==> config.mk <==
export PLATFORM = sky130hd
export DESIGN_NAME = bcd_digit_entry
export DESIGN_NICKNAME = d
export VERILOG_FILES = /design/src/rtl/bcd_digit_entry_pkg.sv /design/src/rtl/bcd_digit_entry_timer.sv /design/src/rtl/bcd_digit_entry.sv
export SDC_FILE = /design/constraint.sdc
export NUM_CORES = 1
export LEC_CHECK = 0
export CORE_ASPECT_RATIO = 1.4
export CORE_MARGIN = 5
export CORE_UTILIZATION = 40
export CTS_CLUSTER_DIAMETER = 150
export DETAILED_ROUTE_END_ITERATION = 12
export HOLD_SLACK_MARGIN = 0.05
export PLACE_DENSITY = 0.66
export SETUP_SLACK_MARGIN = 0.02
export SYNTH_ARGS = -nofsm -noshare
export SYNTH_HDL_FRONTEND = slang
export SYNTH_SLANG_ARGS = --single-unit
==> constraint.sdc <==
create_clock -name clk -period 2.7 [get_ports clk]
set_input_delay 0.405 -clock clk [delete_from_list [all_inputs] [get_ports clk]]
set_output_delay 0.405 -clock clk [all_outputs]
set_load 0.1 [all_outputs]
==> src/rtl/bcd_digit_entry_pkg.sv <==
// Shared definitions for the keypad digit-entry controller: key codes,
// FSM state encoding and key classification.
package bcd_digit_entry_pkg;

  localparam logic [3:0] KEY_CLEAR = 4'hE;
  localparam logic [3:0] KEY_ENTER = 4'hF;

  typedef enum logic [1:0] {
    ST_IDLE   = 2'b00,
    ST_ENTRY  = 2'b01,
    ST_LOCKED = 2'b10
  } state_e;

  typedef enum logic [1:0] {
    KC_DIGIT   = 2'd0,
    KC_CLEAR   = 2'd1,
    KC_ENTER   = 2'd2,
    KC_ILLEGAL = 2'd3
  } key_class_e;

  function automatic logic is_digit(input logic [3:0] code);
    return code <= 4'd9;
  endfunction

  // A-D are the only codes that fall through to KC_ILLEGAL.
  function automatic key_class_e classify_key(input logic [3:0] code);
    if (is_digit(code))          return KC_DIGIT;
    else if (code == KEY_CLEAR)  return KC_CLEAR;
    else if (code == KEY_ENTER)  return KC_ENTER;
    else                         return KC_ILLEGAL;
  endfunction

endpackage

==> src/rtl/bcd_digit_entry_timer.sv <==
// Idle timer for the ENTRY state: down-counter reloaded on restart or while
// not running, with a terminal-count compare producing a one-cycle expired pulse.
module entry_timer #(
  parameter int TIMEOUT = 50000000
) (
  input  logic clk,
  input  logic rst,
  input  logic run,
  input  logic restart,
  output logic expired
);

  localparam int CW = (TIMEOUT > 1) ? $clog2(TIMEOUT + 1) : 1;
  localparam logic [CW-1:0] LOAD = CW'(TIMEOUT);

  logic [CW-1:0] cnt_q;

  // Count parks at zero after firing so the pulse cannot repeat; TIMEOUT=0 never reaches one.
  always_ff @(posedge clk or negedge rst) begin
    if (!rst) begin
      cnt_q <= LOAD;
    end else if (restart || !run) begin
      cnt_q <= LOAD;
    end else if (cnt_q != '0) begin
      cnt_q <= cnt_q - CW'(1);
    end
  end

  assign expired = run && (cnt_q == CW'(1));

endmodule

==> src/rtl/bcd_digit_entry.sv <==
// Keypad digit-entry controller driving the a/en inputs of a bank of 4-bit
// digit registers; handles clear, enter/lock, overflow and idle timeout.
//
// state     | meaning
// ST_IDLE   | nothing entered, pos 0
// ST_ENTRY  | 1..NUM_DIGITS digits entered, idle timer running
// ST_LOCKED | entry accepted, keys rejected until unlock
module bcd_digit_entry #(
  parameter int NUM_DIGITS = 4,
  parameter int TIMEOUT    = 50000000
) (
  input  logic                              clk,
  input  logic                              rst,
  input  logic                              key_valid,
  input  logic [3:0]                        key_code,
  input  logic                              unlock,
  output logic [3:0]                        d_data,
  output logic [NUM_DIGITS-1:0]             d_en,
  output logic [$clog2(NUM_DIGITS+1)-1:0]   pos,
  output logic                              locked,
  output logic                              done,
  output logic                              err
);

  import bcd_digit_entry_pkg::*;

  localparam int PW = $clog2(NUM_DIGITS + 1);
  localparam logic [NUM_DIGITS-1:0] EN_ONE   = NUM_DIGITS'(1);
  localparam logic [PW-1:0]         POS_FULL = PW'(NUM_DIGITS);

  state_e                  state_q;
  logic [3:0]              d_data_q;
  logic [NUM_DIGITS-1:0]   d_en_q;
  logic [PW-1:0]           pos_q;
  logic                    locked_q;
  logic                    done_q;
  logic                    err_q;

  key_class_e              kc;
  logic                    in_entry;
  logic                    tmr_expired;

  assign kc       = classify_key(key_code);
  assign in_entry = (state_q == ST_ENTRY);

  entry_timer #(
    .TIMEOUT (TIMEOUT)
  ) u_timer (
    .clk     (clk),
    .rst     (rst),
    .run     (in_entry),
    .restart (key_valid),
    .expired (tmr_expired)
  );

  always_ff @(posedge clk or negedge rst) begin
    if (!rst) begin
      state_q  <= ST_IDLE;
      d_data_q <= '0;
      d_en_q   <= '0;
      pos_q    <= '0;
      locked_q <= 1'b0;
      done_q   <= 1'b0;
      err_q    <= 1'b0;
    end else begin
      d_en_q <= '0;
      done_q <= 1'b0;
      err_q  <= 1'b0;
      case (state_q)
        ST_IDLE: begin
          if (key_valid) begin
            case (kc)
              KC_DIGIT: begin
                d_en_q   <= EN_ONE;
                d_data_q <= key_code;
                pos_q    <= PW'(1);
                state_q  <= ST_ENTRY;
              end
              KC_CLEAR: begin
                d_en_q   <= '1;
                d_data_q <= '0;
                pos_q    <= '0;
              end
              default: err_q <= 1'b1;
            endcase
          end
        end
        ST_ENTRY: begin
          // A key in the same cycle as the timer firing takes priority.
          if (key_valid) begin
            case (kc)
              KC_DIGIT: begin
                if (pos_q < POS_FULL) begin
                  d_en_q   <= EN_ONE << pos_q;
                  d_data_q <= key_code;
                  pos_q    <= pos_q + PW'(1);
                end else begin
                  err_q <= 1'b1;
                end
              end
              KC_CLEAR: begin
                d_en_q   <= '1;
                d_data_q <= '0;
                pos_q    <= '0;
                state_q  <= ST_IDLE;
              end
              KC_ENTER: begin
                done_q   <= 1'b1;
                locked_q <= 1'b1;
                state_q  <= ST_LOCKED;
              end
              default: err_q <= 1'b1;
            endcase
          end else if (tmr_expired) begin
            d_en_q   <= '1;
            d_data_q <= '0;
            pos_q    <= '0;
            state_q  <= ST_IDLE;
          end
        end
        ST_LOCKED: begin
          if (unlock) begin
            locked_q <= 1'b0;
            pos_q    <= '0;
            state_q  <= ST_IDLE;
          end else if (key_valid) begin
            err_q <= 1'b1;
          end
        end
        default: begin
          state_q  <= ST_IDLE;
          pos_q    <= '0;
          locked_q <= 1'b0;
        end
      endcase
    end
  end

  assign d_data = d_data_q;
  assign d_en   = d_en_q;
  assign pos    = pos_q;
  assign locked = locked_q;
  assign done   = done_q;
  assign err    = err_q;

endmodule

==> impl_metrics.py, run 1 <==
metrics = {
    "yosys": {
        "synth_ff_type": "dfrtp_1",
        "yosys.area_share.simple_pct": 22.7,
        "synthMuxAreaShare_pct": 2.60,
        "syn_area_um2": 2500,
        "synth_xor_area_share_pct": 5.59,
        "synth-compound-area-share_pct": 17.1,
        "synth_top_family_by_area": "simple AND/OR/NAND/NOR gates",
        "synth_area_leaders": "dfrtp_1 30%, dfstp_2 13%, ha_1 5.5%, nor2_1 3.4%, xor2_1 3.1%",
        "synth_edf_count": 0,
        "yosysWarnings": 0,
        "synthAdderAreaFrac_pct": 5.49,
        "ys_types": 54,
        "syn_nets": 271,
        "async_reset_ff_share_pct": 100,
        "ys_seq_elements": 42,
        "yosys.area.top_type_share_pct": 30.0,
        "seq_area_frac_synth_pct": 42.6,
        "syn_avg_cell_area_um2": 9.94,
        "synthCells": 252,
        "yosysTopAreaCell": "dfrtp_1",
    },
    "finish": {
        "postLayoutCellArea_um2": 2990,
        "nets": 304,
        "num_antenna_cells": 0,
        "areaGrowthSynthToFinish_pct": 19.3,
        "fillerInstances": 580,
        "stdcell_count": 358,
        "layout-drive-gt1-share_pct": 25.9,
    },
    "grt": {
        "grt_max_degree": 43,
        "grt_overflow_total": 0,
        "track_usage_pct": 15.4,
        "grt_pass1_wl_mm": 10.1,
        "first_global_vias": 2090,
        "antenna_found_initial": 0,
    },
    "pwr": {
        "power_switching_mw": 1.23,
        "power_density_nw_per_um2": 881,
        "swShare_pct": 46.7,
        "p_leak_nw": 1.21,
        "clkPwrFrac_pct": 19.2,
        "finalPower_mw": 2.63,
        "p_int_mw": 1.40,
        "pwr-share-comb_pct": 47.8,
        "pwr-share-seq_pct": 33.0,
        "ir_drop_uv": 372,
    },
    "sta": {
        "slew_headroom_pct": 38.3,
        "rsz0062_at_grt": "false",
        "finalHoldViolations": 0,
        "tightest_slew_ns": 0.926,
        "fmax_mhz": 411,
        "period_share_pct": 90.2,
        "finalMaxSlewViolations": 0,
        "setup_violations": 0,
        "period_minus_slack_ns": 2.44,
        "fin_setup_tns_ns": 0,
        "fin_worst_skew_ns": 0.0107,
    },
    "setup_path": {
        "worstSetupPathType": "in2reg",
        "cp_data_arrival_time_ns": 2.63,
        "cp_data_required_time_ns": 2.89,
        "startpoint_type": "input pin",
        "r2r_cells": 6,
        "end_kind": "register",
        "cp_max_fo": 4,
    },
    "placed_design": {
        "gp_congestion": 0.826,
        "hpwlAfterDp_mm": 4.25,
        "place_area_um2": 2830,
        "dp_cells": 350,
        "io_buffers": 21,
    },
    "cts": {
        "h-tree-depth": 2,
        "cts_setup_buffers": 0,
        "clock_sink_count": 42,
        "cts-root-buf": "clkbuf_8",
        "clk_transition_reported_paths_ns": 0.09,
        "clockBufferDepth": 2,
        "cts_tree": "yes",
        "clkLatencyLatePin_ns": 0.30,
        "numCtsBuffers": 5,
    },
    "die": {
        "initial_core_util_pct": 40.6,
        "coreArea_um2": 6170,
        "ios": 22,
        "row_count": 34,
        "die_y_um": 104,
        "dieArea_um2": 7970,
        "die_w_um": 76.9,
    },
    "outcome": {
        "status": "finished, final reports clean",
    },
    "routing": {
        "vias_per_cell": 5.72,
        "wl_per_cell_um": 16.1,
        "firstDrtPassIters": 4,
        "wl_mm": 5.76,
        "drt_iter0_drc": 71,
        "routed-via-count": 2046,
        "ant_nets": 0,
        "drc": 0,
    },
    "min_path": {
        "holdCritPathClass": "in2async",
    },
    "run": {
        "max_cap_violations": 0,
    },
}
==> worst max-delay path, stage by stage <==
cell             delay (ns)
clkdlybuf4s50_1        0.48
and3b_1                0.18
or2_4                  0.25
ha_1                   0.23
o32ai_4                0.34
a31oi_1                0.07
o211ai_1               0.20
buf_4                  0.16
mux2_2                 0.32
==> cell families after synthesis <==
group / after synthesis
flops: 42
simple gates: 95
buf+inv: 23
fa+ha+maj: 11
xor+xnor: 16
mux: 6
compound gates: 59
==> path summary, 6_finish.rpt <==
| kind | startpoint | end | slack, ns |
|---|---|---|---|
| max | key_code[0] | pos[0]$_DFFE_PN0P_ | 0.26 |
| min | rst | done$_DFF_PN0_ | 0.24 |
| max reg2reg | u_timer.cnt_q[18]$_DFFE_PN0P_ | pos[0]$_DFFE_PN0P_ | 0.39 |
| min reg2reg | d_data[2]$_DFFE_PN0P_ | d_data[2]$_DFFE_PN0P_ | 0.52 |
| max in group asynchronous | rst | u_timer.cnt_q[8]$_DFFE_PN0P_ | 1.89 |
| min in group clk | d_data[2]$_DFFE_PN0P_ | d_data[2]$_DFFE_PN0P_ | 0.52 |
==> per-layer routing <==
layer	track usage, %	vias up	routed length [um]
li1	-	1011	-
met1	18.1	982	2470
met2	26.3	42	2930
met3	3.30	11	218
met4	6.88	0	138
met5	0	-	0
==> stage by stage <==
stage	hold slack (ns)	setup WS (ns)	utilization, %
4_1_cts	0.275	0.0519	47.8
6_report	0.239	0.264	48.4
2_1_floorplan	0.109	0.407	-
5_1_grt	0.333	0.112	48.4
3_5_place_dp	0.495	-0.244	45.9
3_3_place_gp	0.490	-0.153	45.9
==> what timing repair did <==
item / CTS / global route
hold buffers: 0 / 0
hold endpoints to repair: 0 / 0
resized for setup: 0 / 11
endpoints found under the setup margin: 0 / 7
==> sequential cells by signal, summed over array words and instances, names as in the netlist <==
register and count:
state_q 2, pos 3, done 1, err 1, d_en 4, locked 1
d_data 4, u_timer.cnt_q 26
==> layout make-up <==
type                       instances  area, um^2  area share [%]
tap                               72        90.1            3.02
clock buffer                       5        68.8            2.30
clock inverter                     3        45.0            1.51
timing repair buffer              37         293            9.80
multi-input combinational        187        1380            46.2
inverter                          12        45.0            1.51
sequential                        42        1070            35.7
==> cells in the mapped netlist, types with 3 or more instances <==
| cell type | n |
|---|---|
| a2111oi_0 | 6 |
| a211oi_1 | 4 |
| a21oi_1 | 9 |
| a22o_1 | 5 |
| a31oi_1 | 4 |
| buf_2 | 3 |
| clkbuf_1 | 6 |
| dfrtp_1 | 30 |
| dfstp_2 | 12 |
| ha_1 | 11 |
| inv_1 | 12 |
| mux2_2 | 4 |
| nand2_1 | 17 |
| nand2b_1 | 4 |
| nand3_1 | 6 |
| nor2_1 | 23 |
| nor2b_1 | 3 |
| nor3_1 | 6 |
| nor4_1 | 5 |
| o2111ai_1 | 5 |
| o21ai_0 | 9 |
| o31ai_1 | 4 |
| or3_1 | 6 |
| or4_1 | 5 |
| xnor2_1 | 7 |
| xor2_1 | 9 |
==> placed cells by master, fill, tap and decap left out, types with 5 or more instances in the layout <==
cell type / count
clkdlybuf4s50_1: 5
dfstp_2: 12
or4_1: 5
o21ai_0: 8
nor2_1: 23
nor4_1: 5
dfrtp_1: 30
nand3_1: 6
xnor2_1: 7
xor2_1: 9
buf_4: 30
ha_1: 10
o2111ai_1: 5
a22o_1: 5
nand2_1: 17
nor3_1: 6
or3_1: 6
clkbuf_8: 5
inv_1: 12
a21oi_1: 9
==> power groups by stage <==
stage                     logic [mW]  clock network [mW]  registers (mW)
after global placement          1.23                   0           0.873
after global routing            1.37               0.549           0.890
final                           1.26               0.504           0.869
after CTS                       1.25               0.522           0.865
after floorplan                0.573                   0            1.24
after detailed placement        1.25                   0           0.876
(Power assumes the default switching activity.)
==> run 2: changes to the inputs <==
- GPL_TIMING_DRIVEN: not set -> 0
- PLACE_DENSITY: 0.66 -> 0.68
- TNS_END_PERCENT: not set -> 30
- clock period: 2.7 -> 2.1 ns (I/O delays scaled with it)
==> run 2 against run 1 <==
Net effect:
- the run now ends with negative setup slack left
- global-route usage increased by 0.18 points
- core utilization increased by 3.9 points
- register-to-register slack got worse by 0.41 ns
- critical endpoint is now u_timer.cnt_q[25]$_DFFE_PN1P_
- largest cell class unchanged
- highest routed layer unchanged
==> impl_metrics.py, run 2 (same netlist as run 1, synthesis figures left out) <==
metrics = {
    "outcome": {
        "status": "finished, violations left",
        "violations": "negative setup slack",
    },
    "routing": {
        "ant_nets": 0,
        "routed-via-count": 2136,
        "vias_per_cell": 5.82,
        "met1_length_mm": 2.41,
        "dr_wl_met2_mm": 3.22,
        "wl_per_cell_um": 16.5,
        "drt_iter0_drc": 77,
        "highest_layer": "met4",
        "firstDrtPassIters": 4,
        "met3_length_um": 222,
        "drc": 0,
        "wl_mm": 6.05,
    },
    "finish": {
        "areaGrowthSynthToFinish_pct": 28.8,
        "final_common_cell": "dfrtp_1",
        "nets": 313,
        "layout-drive-gt1-share_pct": 28.1,
        "largest_register_ffs": 26,
        "utilization_pct": 52.3,
        "mostFrequentLayoutCells": "25 x dfrtp_1, 23 x nor2_1, 17 x nand2_1",
        "num_antenna_cells": 0,
        "regMostFlops": "u_timer.cnt_q",
        "postLayoutCellArea_um2": 3230,
    },
    "sta": {
        "fmax_mhz": 472,
        "rsz0062_at_grt": "true",
        "fin_worst_skew_ns": 0.0125,
        "tightest_slew_ns": 0.962,
        "setup_slack_ns": -0.0195,
        "slew_headroom_pct": 35.8,
        "finalMaxSlewViolations": 0,
        "period_share_pct": 101,
        "setup_violations": 2,
        "finalHoldViolations": 0,
        "period_minus_slack_ns": 2.12,
    },
    "die": {
        "coreArea_um2": 6170,
        "row_count": 34,
        "die_w_um": 76.9,
        "die_y_um": 104,
        "initial_core_util_pct": 40.6,
        "dieArea_um2": 7970,
        "ios": 22,
    },
    "placed_design": {
        "io_buffers": 21,
        "gp_congestion": 0.820,
        "preCtsSetupSlack_ns": -0.704,
        "place_area_um2": 2860,
        "hpwlAfterDp_mm": 4.28,
    },
    "setup_path": {
        "cp_max_fo": 4,
        "cp_data_required_time_ns": 2.33,
        "cp_slowest_cell": "or4_4",
        "timing.rr.start": "u_timer.cnt_q[5]$_DFFE_PN0P_",
        "end_kind": "register",
        "cp_cell_sequence": "nor4_4 -> nand4_4 -> or4_4 -> o41a_1 -> a211o_1",
        "cpPeakStageDelay_ns": 0.47,
        "cp-startpoint": "u_timer.cnt_q[5]$_DFFE_PN0P_",
        "cp_data_arrival_time_ns": 2.35,
        "worstSetupPathType": "reg2reg",
        "startpoint_type": "register",
    },
    "cts": {
        "clockBufferDepth": 2,
        "cts_tree": "yes",
        "clk_transition_reported_paths_ns": 0.09,
        "numCtsBuffers": 5,
        "clkLatencyLatePin_ns": 0.30,
        "cts-root-buf": "clkbuf_8",
        "clock_sink_count": 42,
        "h-tree-depth": 2,
    },
    "grt": {
        "track_usage_pct": 15.5,
        "grt_pass1_wl_mm": 10.3,
        "grt_max_degree": 23,
        "antenna_found_initial": 0,
        "grt_overflow_total": 0,
        "first_global_vias": 2205,
    },
    "pwr": {
        "p_leak_nw": 1.29,
        "power_density_nw_per_um2": 1140,
        "ir_drop_uv": 356,
        "finalPower_mw": 3.67,
    },
    "min_path": {
        "holdCritPathClass": "in2reg",
        "hold_start": "key_code[1]",
    },
    "run": {
        "max_cap_violations": 0,
    },
}
==> run 2: cell count changes in the layout (fill, tap and decap cells not counted), sizes merged <==
cell	delta
clkdlybuf4s50	-3
clkinvlp	-1
dlygate4sd3	+1
buf	-13
bufinv	+1
clkdlybuf4s15	+3
dlygate4sd2	+14
clkbuf	+8
inv	-1
==> run 2: final timing paths <==
path / slack (ns) / endpoint / depth (start not counted)
max: -0.02 / u_timer.cnt_q[25]$_DFFE_PN1P_ / 5
max in group asynchronous: 1.01 / u_timer.cnt_q[7]$_DFFE_PN1P_ / 3
max reg2reg: -0.02 / u_timer.cnt_q[25]$_DFFE_PN1P_ / 5
min in group asynchronous: 0.52 / d_data[1]$_DFFE_PN0P_ / 2
min reg2reg: 0.50 / d_data[2]$_DFFE_PN0P_ / 1
min: 0.38 / d_data[1]$_DFFE_PN0P_ / 2
==> run 2: final cells by class <==
type                    count  area (um^2)
plain buffers              10         56.3
clock buffers               6         82.6
clock inverters             2         60.1
fillers                   560         2940
inverters                  12         48.8
multi-input cells         187         1490
flip-flops and latches     42         1070
well taps                  72         90.1
repair buffers             36          328
==> run 2: through the flow <==
stage | hold slack [ns] | setup TNS, ns | instances
2_1_floorplan | 0.0194 | 0 | 252
3_3_place_gp | 0.490 | -17.90 | 345
3_5_place_dp | 0.314 | -7.46 | 346
4_1_cts | 0.371 | -0.0465 | 361
5_1_grt | 0.372 | -0.868 | 367
6_report | 0.375 | -0.0204 | 367
==> run 2: report_power, final <==
| part | total [mW] | switching (mW) | internal [mW] |
|---|---|---|---|
| registers | 1.09 | 0.141 | 0.951 |
| clock network | 0.800 | 0.293 | 0.507 |
| logic | 1.78 | 1.22 | 0.565 |
| total | 3.67 | 1.65 | 2.02 |
==> run 2: timing repair <==
action	CTS	global route
resized for setup	37	22
hold endpoints to repair	10	0
setup buffers	7	6
hold buffers	1	0
pin swaps	9	3
endpoints found under the setup margin	34	27
==> run 2: critical path: cells and delay by family, from the launching register on <==
| kind | cells | cell delay (ns) |
|---|---|---|
| AND/OR/NAND/NOR | 3 | 1.01 |
| AO/OA/AOI/OAI | 2 | 0.59 |
| flip-flops | 1 | 0.45 |
==> run 2: layer usage <==
layer | global-route usage, % | up-vias
met5 | 0 | -
met4 | 7.50 | 0
met3 | 3.21 | 16
met2 | 27.8 | 49
met1 | 17.1 | 1043
li1 | - | 1028
